`src/rtl/vga_if.sv`:
```
// Video output bundle of the VGA timing generator: 4-bit RGB plus active-low syncs.
// The generator drives it through the master modport; a display sink uses the slave modport.
interface vga_if;
  logic [3:0] color_r;
  logic [3:0] color_g;
  logic [3:0] color_b;
  logic       hs;
  logic       vs;

  modport master (output color_r, output color_g, output color_b, output hs, output vs);
  modport slave  (input  color_r, input  color_g, input  color_b, input  hs, input  vs);
endinterface

```
`src/rtl/vga.sv`:
```
// VGA timing generator with a test pattern: border, eight colour bars and a 64x64 grey box
// that bounces horizontally one step per frame. Every output is registered one clock after the counters.
module vga #(
  parameter int H_ACTIVE = 1024,
  parameter int H_FP     = 24,
  parameter int H_SYNC   = 136,
  parameter int H_BP     = 160,
  parameter int V_ACTIVE = 768,
  parameter int V_FP     = 3,
  parameter int V_SYNC   = 6,
  parameter int V_BP     = 29
) (
  input  logic  clk,
  input  logic  rst,
  vga_if.master video
);

  localparam int H_TOTAL = H_ACTIVE + H_FP + H_SYNC + H_BP;
  localparam int V_TOTAL = V_ACTIVE + V_FP + V_SYNC + V_BP;
  // At least 10 bits so that the bar index x[9:7] always exists.
  localparam int HW = ($clog2(H_TOTAL) > 10) ? $clog2(H_TOTAL) : 10;
  localparam int VW = ($clog2(V_TOTAL) > 1) ? $clog2(V_TOTAL) : 1;

  localparam logic [HW-1:0] H_LAST    = HW'(H_TOTAL - 1);
  localparam logic [HW-1:0] H_VISIBLE = HW'(H_ACTIVE);
  localparam logic [HW-1:0] H_RIGHT   = HW'(H_ACTIVE - 1);
  localparam logic [HW-1:0] HS_START  = HW'(H_ACTIVE + H_FP);
  localparam logic [HW-1:0] HS_END    = HW'(H_ACTIVE + H_FP + H_SYNC - 1);
  localparam logic [VW-1:0] V_LAST    = VW'(V_TOTAL - 1);
  localparam logic [VW-1:0] V_VISIBLE = VW'(V_ACTIVE);
  localparam logic [VW-1:0] V_BOTTOM  = VW'(V_ACTIVE - 1);
  localparam logic [VW-1:0] VS_START  = VW'(V_ACTIVE + V_FP);
  localparam logic [VW-1:0] VS_END    = VW'(V_ACTIVE + V_FP + V_SYNC - 1);
  localparam logic [VW-1:0] BOX_Y0    = VW'(V_ACTIVE / 2 - 32);
  localparam logic [VW-1:0] BOX_Y1    = VW'(V_ACTIVE / 2 + 31);
  localparam logic [HW-1:0] BOX_LIMIT = HW'(H_ACTIVE - 64);
  localparam logic [HW-1:0] BOX_STEP  = HW'(4);
  localparam logic [HW-1:0] BOX_SPAN  = HW'(63);

  typedef enum logic {DIR_RIGHT, DIR_LEFT} dir_t;

  logic [HW-1:0] h_cnt;
  logic [VW-1:0] v_cnt;
  logic [HW-1:0] box_x;
  logic [HW-1:0] box_x_next;
  dir_t          dir;
  dir_t          dir_next;
  logic          h_wrap;
  logic          frame_end;
  logic [11:0]   pixel;

  assign h_wrap    = (h_cnt == H_LAST);
  assign frame_end = h_wrap && (v_cnt == V_LAST);

  always_ff @(posedge clk or negedge rst) begin
    if (!rst) begin
      h_cnt <= '0;
      v_cnt <= '0;
    end else if (h_wrap) begin
      h_cnt <= '0;
      v_cnt <= (v_cnt == V_LAST) ? '0 : v_cnt + 1'b1;
    end else begin
      h_cnt <= h_cnt + 1'b1;
    end
  end

  always_ff @(posedge clk or negedge rst) begin
    if (!rst) begin
      dir   <= DIR_RIGHT;
      box_x <= '0;
    end else begin
      dir   <= dir_next;
      box_x <= box_x_next;
    end
  end

  // Box moves only on the last pixel of a frame; it turns around instead of stepping past a limit.
  always_comb begin
    dir_next   = dir;
    box_x_next = box_x;
    if (frame_end) begin
      case (dir)
        DIR_RIGHT: begin
          if (box_x + BOX_STEP > BOX_LIMIT) begin
            box_x_next = box_x - BOX_STEP;
            dir_next   = DIR_LEFT;
          end else begin
            box_x_next = box_x + BOX_STEP;
          end
        end
        DIR_LEFT: begin
          if (box_x < BOX_STEP) begin
            box_x_next = box_x + BOX_STEP;
            dir_next   = DIR_RIGHT;
          end else begin
            box_x_next = box_x - BOX_STEP;
          end
        end
      endcase
    end
  end

  // Priority: blanking, then border, then box, then bars.
  always_comb begin
    pixel = 12'h000;
    if ((h_cnt >= H_VISIBLE) || (v_cnt >= V_VISIBLE)) begin
      pixel = 12'h000;
    end else if ((h_cnt == '0) || (h_cnt == H_RIGHT) || (v_cnt == '0) || (v_cnt == V_BOTTOM)) begin
      pixel = 12'hFFF;
    end else if ((v_cnt >= BOX_Y0) && (v_cnt <= BOX_Y1) &&
                 (h_cnt >= box_x) && (h_cnt <= box_x + BOX_SPAN)) begin
      pixel = 12'h888;
    end else begin
      case (h_cnt[9:7])
        3'd0: pixel = 12'hFFF;
        3'd1: pixel = 12'hFF0;
        3'd2: pixel = 12'h0FF;
        3'd3: pixel = 12'h0F0;
        3'd4: pixel = 12'hF0F;
        3'd5: pixel = 12'hF00;
        3'd6: pixel = 12'h00F;
        3'd7: pixel = 12'h000;
      endcase
    end
  end

  always_ff @(posedge clk or negedge rst) begin
    if (!rst) begin
      video.hs      <= 1'b1;
      video.vs      <= 1'b1;
      video.color_r <= 4'h0;
      video.color_g <= 4'h0;
      video.color_b <= 4'h0;
    end else begin
      video.hs      <= !((h_cnt >= HS_START) && (h_cnt <= HS_END));
      video.vs      <= !((v_cnt >= VS_START) && (v_cnt <= VS_END));
      video.color_r <= pixel[11:8];
      video.color_g <= pixel[7:4];
      video.color_b <= pixel[3:0];
    end
  end

endmodule

```
`src/flat_wrapper.sv`:
```
// flat-port wrapper written by rule: the top's interface ports become plain ports
module vga_flat 
#(
  parameter int H_ACTIVE = 1024,
  parameter int H_FP     = 24,
  parameter int H_SYNC   = 136,
  parameter int H_BP     = 160,
  parameter int V_ACTIVE = 768,
  parameter int V_FP     = 3,
  parameter int V_SYNC   = 6,
  parameter int V_BP     = 29
)
  (clk, rst, video_color_r, video_color_g, video_color_b, video_hs, video_vs);
  vga_if video_i ();
  input  logic clk;
  input  logic rst;
  output wire logic [$bits(video_i.color_r)-1:0] video_color_r;
  output wire logic [$bits(video_i.color_g)-1:0] video_color_g;
  output wire logic [$bits(video_i.color_b)-1:0] video_color_b;
  output wire logic [$bits(video_i.hs)-1:0] video_hs;
  output wire logic [$bits(video_i.vs)-1:0] video_vs;
  assign video_color_r = video_i.color_r;
  assign video_color_g = video_i.color_g;
  assign video_color_b = video_i.color_b;
  assign video_hs = video_i.hs;
  assign video_vs = video_i.vs;
  vga #(.H_ACTIVE(H_ACTIVE), .H_FP(H_FP), .H_SYNC(H_SYNC), .H_BP(H_BP), .V_ACTIVE(V_ACTIVE), .V_FP(V_FP), .V_SYNC(V_SYNC), .V_BP(V_BP)) u_core (.clk(clk), .rst(rst), .video(video_i));
endmodule
```
`config.mk`:
```
export PLATFORM = sky130hd
export DESIGN_NAME = vga_flat
export DESIGN_NICKNAME = d
export VERILOG_FILES = /design/src/rtl/vga_if.sv /design/src/rtl/vga.sv /design/src/flat_wrapper.sv
export SDC_FILE = /design/constraint.sdc
export NUM_CORES = 1
export LEC_CHECK = 0
export CORE_MARGIN = 1.5
export CORE_UTILIZATION = 40
export DETAILED_ROUTE_END_ITERATION = 8
export GPL_TIMING_DRIVEN = 0
export SLEW_MARGIN = 10
export SYNTH_ARGS = -nofsm -noshare
export SYNTH_HDL_FRONTEND = slang
export SYNTH_SLANG_ARGS = --single-unit
```
`constraint.sdc`:
```
create_clock -name clk -period 5.55 [get_ports clk]
set_input_delay 1.11 -clock clk [delete_from_list [all_inputs] [get_ports clk]]
set_output_delay 1.11 -clock clk [all_outputs]
set_load 0.02 [all_outputs]
```
# == After elaboration in Yosys (flattened, before gate mapping) ==
# Memory sizes are Yosys's and may differ from the RTL's.
# Index checks and enable logic that the tools add are counted.
# op_classes
add_sub_neg,5
mul,0
div_mod_pow,0
n_lt_le_gt_ge,12
eq_ne,4
shift,0
n_mux,11
bitwise_logic,1
reduce_logical,14
# op_table
operator,count
2-to-1 mux 12 bit,3
2-to-1 mux 11 bit,3
>= comparator 11 bit (second input constant),2
case mux 11 bit (2 select lines),1
== test 10 bit (second input constant),2
>= comparator 10 bit (second input constant),2
adder 11 x 1 -> 11 bit (second input constant),1
adder 11 x 3 -> 11 bit (second input constant),1
adder 11 x 6 -> 11 bit (second input constant),1
== test 11 x 10 -> 1 bit (second input constant),1
== test 11 bit (second input constant),1
>= comparator 11 bit,1
greater-than comparator 11 x 10 -> 1 bit (second input constant),1
<= comparator 11 bit,1
<= comparator 11 bit (second input constant),1
zero test 11 bit,1
less-than comparator 11 x 3 -> 1 bit (second input constant),1
subtractor 11 x 3 -> 11 bit (second input constant),1
adder 10 x 1 -> 10 bit (second input constant),1
>= comparator 10 x 9 -> 1 bit (second input constant),1
<= comparator 10 bit (second input constant),1
<= comparator 10 x 9 -> 1 bit (second input constant),1
zero test 10 bit,1
2-to-1 mux 10 bit,1
6 further kinds,16
# totals
register_bits,47
latch_bits,0
ramBits,0
rom_bits,96
in_bits,2
word_cells,57
mem_count,1
# mem_list
name,depth,word_bits,rd,rd_clocked_by_memory_dff,write_ports,line,source
(name not given),8,12,1,0,0,vga.sv:114,case (h_cnt[9:7])

# == Longest topological paths before layout ==
# logic_depth
depth_word,7
mapped_depth,12

# == Worst setup path after synthesis ==
# OpenSTA, ideal clock, no wires.
# synth_timing
path_kind,flip-flop to flip-flop
startpoint,reg u_core.box_x[2]
endpoint,reg u_core.video.color_r[2]
setup_ps,134
arrival_time_ps,2619
slack_ps,2796
path_stages_with_launch,11
path_buffers,1
synth_period_minus_slack_ps,2754
cell_sequence,dfrtp_1 or3_1 buf_6 o2111ai_1 xnor2_1 ha_1 nand4_1 or4_1 o211a_1 a311oi_1 o31ai_1
# synth_via
elab_chain_len,6
word_cells_on_any_way,8
cone_classes,1 x add/sub; 2 x order compare; 3 x mux; 2 x reduce/logical
# synth_lines
item,line,source
start: declaration,vga.sv:44,logic [HW-1:0] box_x;
start signal: assignment,vga.sv:73,box_x <= box_x_next;
adder 11 x 6 -> 11 bit or >= comparator 11 bit (tied branches),vga.sv:111,(h_cnt >= box_x) && (h_cnt <= box_x + BOX_SPAN)) begin
<= comparator 11 bit or logical AND 1 bit (tied branches),"vga.sv:111, vga.sv:110",
logical AND 1 bit *,vga.sv:111,
2-to-1 mux 12 bit *,vga.sv:110,end else if ((v_cnt >= BOX_Y0) && (v_cnt <= BOX_Y1) &&
2-to-1 mux 12 bit *,vga.sv:108,end else if ((h_cnt == '0) || (h_cnt == H_RIGHT) || (v_cnt == '0) || (v_cnt == V_BOTTOM)) begin
2-to-1 mux 12 bit *,vga.sv:106,if ((h_cnt >= H_VISIBLE) || (v_cnt >= V_VISIBLE)) begin
via u_core.pixel[10],vga.sv:50,logic [11:0] pixel;
end signal: assignment,vga.sv:137,video.color_r <= pixel[11:8];
end: declaration,vga_if.sv:10,"modport master (output color_r, output color_g, output color_b, output hs, output vs);"
# The timed path passes the listed nets; every way through them passes the cells marked *.
# A chain may end at the register's enable or synchronous reset.

# == Final worst setup path ==
# layout_timing
startpoint,reg u_core.box_x[2]
endpoint,reg u_core.video.color_g[2]
# layout_via
elab_chain_len,6
word_cells_on_any_way,8
cone_classes,1 x add/sub; 2 x order compare; 3 x mux; 2 x reduce/logical
# layout_lines
item,line,source
adder 11 x 6 -> 11 bit or >= comparator 11 bit (tied branches),vga.sv:111,
<= comparator 11 bit or logical AND 1 bit (tied branches),"vga.sv:111, vga.sv:110",
logical AND 1 bit *,vga.sv:111,
2-to-1 mux 12 bit *,vga.sv:110,
2-to-1 mux 12 bit *,vga.sv:108,
2-to-1 mux 12 bit *,vga.sv:106,
end signal: assignment,vga.sv:138,video.color_g <= pixel[7:4];
end: declaration,vga_if.sv:10,
# Every way passes the cells marked *; elsewhere a longest branch is shown, timed or not.

==> key figures <==
Drt
  – DR WL/cell: between 15 and 20 um
  – Drt via density: 5.46
  – Total Wirelength: around 6.6 mm
  – DR iter-0 viols: 146
  – TritonRoute pass-1 iters: 4
  – Antenna viol nets, final: 0
  – DR vias: 2403
  – Post-route DRC violation count: 0

Timing
  – Tcrit/Tclk final: 0.583
  – Clk_skew: around 0.0033 ns
  – Final WS setup: 2.32 ns
  – Final setup viols: 0
  – Worst Max-Slew Pin Slew: 0.548 ns
  – Min Clock Period, post-route: roughly 3.2 ns
  – Final Max Slew Viols: 0
  – Fmax: 0.309 GHz
  – RSZ-0062 raised after global routing: false
  – Fin Setup TNS: 0 ns
  – Final Hold Violating Endpoints: 0
  – Final hold slack: 0.513 ns
  – Max_slew headroom: 0.633

Placement
  – Post-Place Setup Slack: between 2 and 2.5 ns
  – Placed Area: 0.00324 sq mm
  – PortBufs: 15
  – Post-DP HPWL: slightly below 5 mm
  – Final Wtd Congestion: about 0.87

Floorplanning
  – Die X-Extent: just under 90 um
  – Core area: slightly above 0.007 sq mm
  – Die Span Y: 88.8 um
  – # rows: 31
  – Area of the die: 0.00788 sq mm
  – Io pins: 16
  – Initial Util: 0.410

Setup path
  – Cell Chain, Critical Path: inv_1 > ha_1 > and3_1 > nor2_1 > xnor2_1 > ha_1 > nand4_1 > or4_1 > o211a_1 > a311oi_1 > o31ai_1
  – Required @ worst endpoint: approximately 5.7 ns
  – Most used cell, CP: ha_1
  – Largest driver fanout on the critical path: 9
  – Reg2Reg Depth: 11
  – Crit path DAT: roughly 3.4 ns
  – WS Path Type: flop to flop
  – CP endpoint: u_core.video.color_g[2]
  – Reg-to-reg critical path endpoint: u_core.video.color_g[2]
  – Worst reg2reg startpoint: u_core.box_x[2]
  – CP Capture Type: flop
  – R2R setup slack: approximately 2.3 ns
  – Worst Setup SP: u_core.box_x[2]
  – Startpoint types: flop
  – Critical Path Slowest Stage Cell: or4_1
  – Slowest stage delay, CP: approximately 0.55 ns

Logic synthesis
  – FF+latch count, synth: 39
  – Warnings, synthesis: 0
  – Synth Instances: 317
  – Top-count cell post-synth: dfrtp_1
  – Top-area cell type share of the netlist area: 0.314
  – Commonest cells in the netlist: dfrtp_1 (37), ha_1 (26), nor2_1 (24), xnor2_1 (22), inv_1 (21)
  – Ys async rst share: 1.00
  – Post-synth EDFFs: 0
  – Primary FF master, synth: dfrtp_1
  – Syn_area_per_cell: around 9.3 sq um
  – Top cell type by total area after synthesis: dfrtp_1
  – Post-synthesis cell area: ~0.003 sq mm
  – Cell variety after synth: 57
  – Ranking of synthesized cells by area: dfrtp_1 (31%), ha_1 (11%), xnor2_1 (6.5%)
  – Synth Net Count: about 350
  – Sequential cell area fraction in the yosys report: 0.332

Final layout
  – Post-route cell area: 0.00335 sq mm
  – ANT cells: 0
  – Share of cells above drive strength 1: 0.126
  – Fin nets: about 370
  – Layout area overhead: 13.9%

Global routing
  – Antenna violations before repair: 0
  – Global route total overflow: 0
  – Vias in the first global route: between 2000 and 2500
  – Tot GR Track Use: 0.186
  – First-pass GRT wire length: around 11 mm
  – Largest net degree at the start of global routing: 24

CTS
  – H-tree depth: 2
  – CTS clk-pin slew, worst paths: approximately 0.080 ns
  – Post-CTS setup buffers: 0
  – Post-CTS Resized: 0
  – CTS buffer count: 5
  – Worst skew pair latency: around 0.30 ns
  – Clk sinks: 39
  – Root Driver: clkbuf_8
  – TritonCTS clock tree: done
  – Hold-fix buffers, CTS: 0
  – Maximum root-to-sink buffer count: 2

Worst hold path
  – Worst min path class: flop to flop

Power and ir drop
  – Clock share of power: 0.457
  – Comb pwr share: 0.015
  – Static Leak: 0.00137 uW
  – Max VDD drop: between 0.08 and 0.09 mV
  – Psw: about 120 uW
  – PD cells: 160 mW/mm^2
  – Cell Int Power: around 420 uW
  – Sw frac: 0.218
  – Sequential Power Share: 0.528

Outcome
  – Run status: finished, final reports clean

Flow run
  – Max cap viols: 0
==> final cells by class <==
cell class | count | area (sq um)
fillers | 686 | 3820
multi-input cells | 236 | 1740
flip-flops and latches | 39 | 978
repair buffers | 16 | 173
plain buffers | 21 | 150
well taps | 99 | 124
inverters | 21 | 78.8
clock buffers | 5 | 68.8
clock inverters | 3 | 43.8
==> worst max-delay path, delay by kind of cell, from the launching register on <==
kind | cells | cell delay, ns
adder cells (fa/ha/maj) | 2 | 0.56
XOR/XNOR | 1 | 0.09
AO/OA/AOI/OAI | 3 | 0.68
buffers and inverters | 1 | 0.15
AND/OR/NAND/NOR | 4 | 1.11
flip-flops | 1 | 0.52
==> metrics by stage <==
step	total power, uW	instances	util
floorplan	290	317	-
global placement	296	431	0.448
detailed placement	298	432	0.452
CTS	546	440	0.467
global route	559	440	0.467
finish	537	440	0.467
==> cells in the final DEF (no fill, tap or decap), types with 4 or more instances in the layout <==
cell type,synthesis,routed
dfrtp_1,37,37
ha_1,26,26
nor2_1,24,24
xnor2_1,22,22
inv_1,21,21
nand2_1,15,15
o21ai_0,15,15
clkdlybuf4s50_1,0,14
nand3_1,13,13
a21oi_1,12,12
buf_4,10,10
nor3_1,10,10
nand4_1,8,8
o31ai_1,8,8
and3_1,6,6
a31oi_1,6,6
mux2i_1,6,6
or3_1,5,5
o211ai_1,5,5
clkbuf_8,0,5
buf_2,3,4
clkbuf_1,4,4
xor2_1,4,4
buf_6,4,4
==> metal layers <==
| layer | track usage | up-vias | wire length [um] |
|---|---|---|---|
| met5 | 0 | - | 0 |
| met4 | 0.0639 | 0 | 121 |
| met3 | 0.0271 | 11 | 227 |
| met2 | 0.292 | 48 | 2980 |
| met1 | 0.263 | 1153 | 3290 |
| li1 | - | 1191 | - |
==> power groups by stage <==
stage | sequential [uW] | combinational [uW] | clock (uW)
global placement | 290 | 6.67 | 0
CTS | 284 | 8.78 | 253
finish | 284 | 8.07 | 246
global route | 284 | 9.57 | 266
floorplan | 290 | 0.000745 | 0
detailed placement | 290 | 8.76 | 0
==> cell families after synthesis <==
family | count (synthesis) | synth area share
AOI/OAI and AO/OA | 66 | 0.153
xor gates and xnor gates | 26 | 0.0773
adders and majority gates | 26 | 0.110
buffers and inverters | 42 | 0.0778
DFF | 39 | 0.332
muxes | 7 | 0.0242
and+or+nand+nor | 111 | 0.224
==> how the worst min path moves through the flow <==
stage | depth (start not counted) | endpoint | from | slack, ns
2_1_floorplan | 1 | u_core.h_cnt[0] | u_core.h_cnt[0] | 0.47
5_1_grt | 1 | u_core.h_cnt[0] | u_core.h_cnt[0] | 0.55
4_1_cts | 1 | u_core.h_cnt[0] | u_core.h_cnt[0] | 0.52
3_3_place_gp | 1 | u_core.h_cnt[0] | u_core.h_cnt[0] | 0.50
3_5_place_dp | 1 | u_core.h_cnt[0] | u_core.h_cnt[0] | 0.50
6_report | 1 | u_core.h_cnt[0] | u_core.h_cnt[0] | 0.51
==> registers in the layout, indices dropped and copies added, names as in the netlist <==
name / cells
u_core.video.hs: 1
u_core.video.color_b: 2
u_core.box_x: 9
u_core.video.vs: 1
u_core.dir: 1
u_core.v_cnt: 10
u_core.video.color_r: 2
u_core.h_cnt: 11
u_core.video.color_g: 2
(Power assumes the default switching activity.)
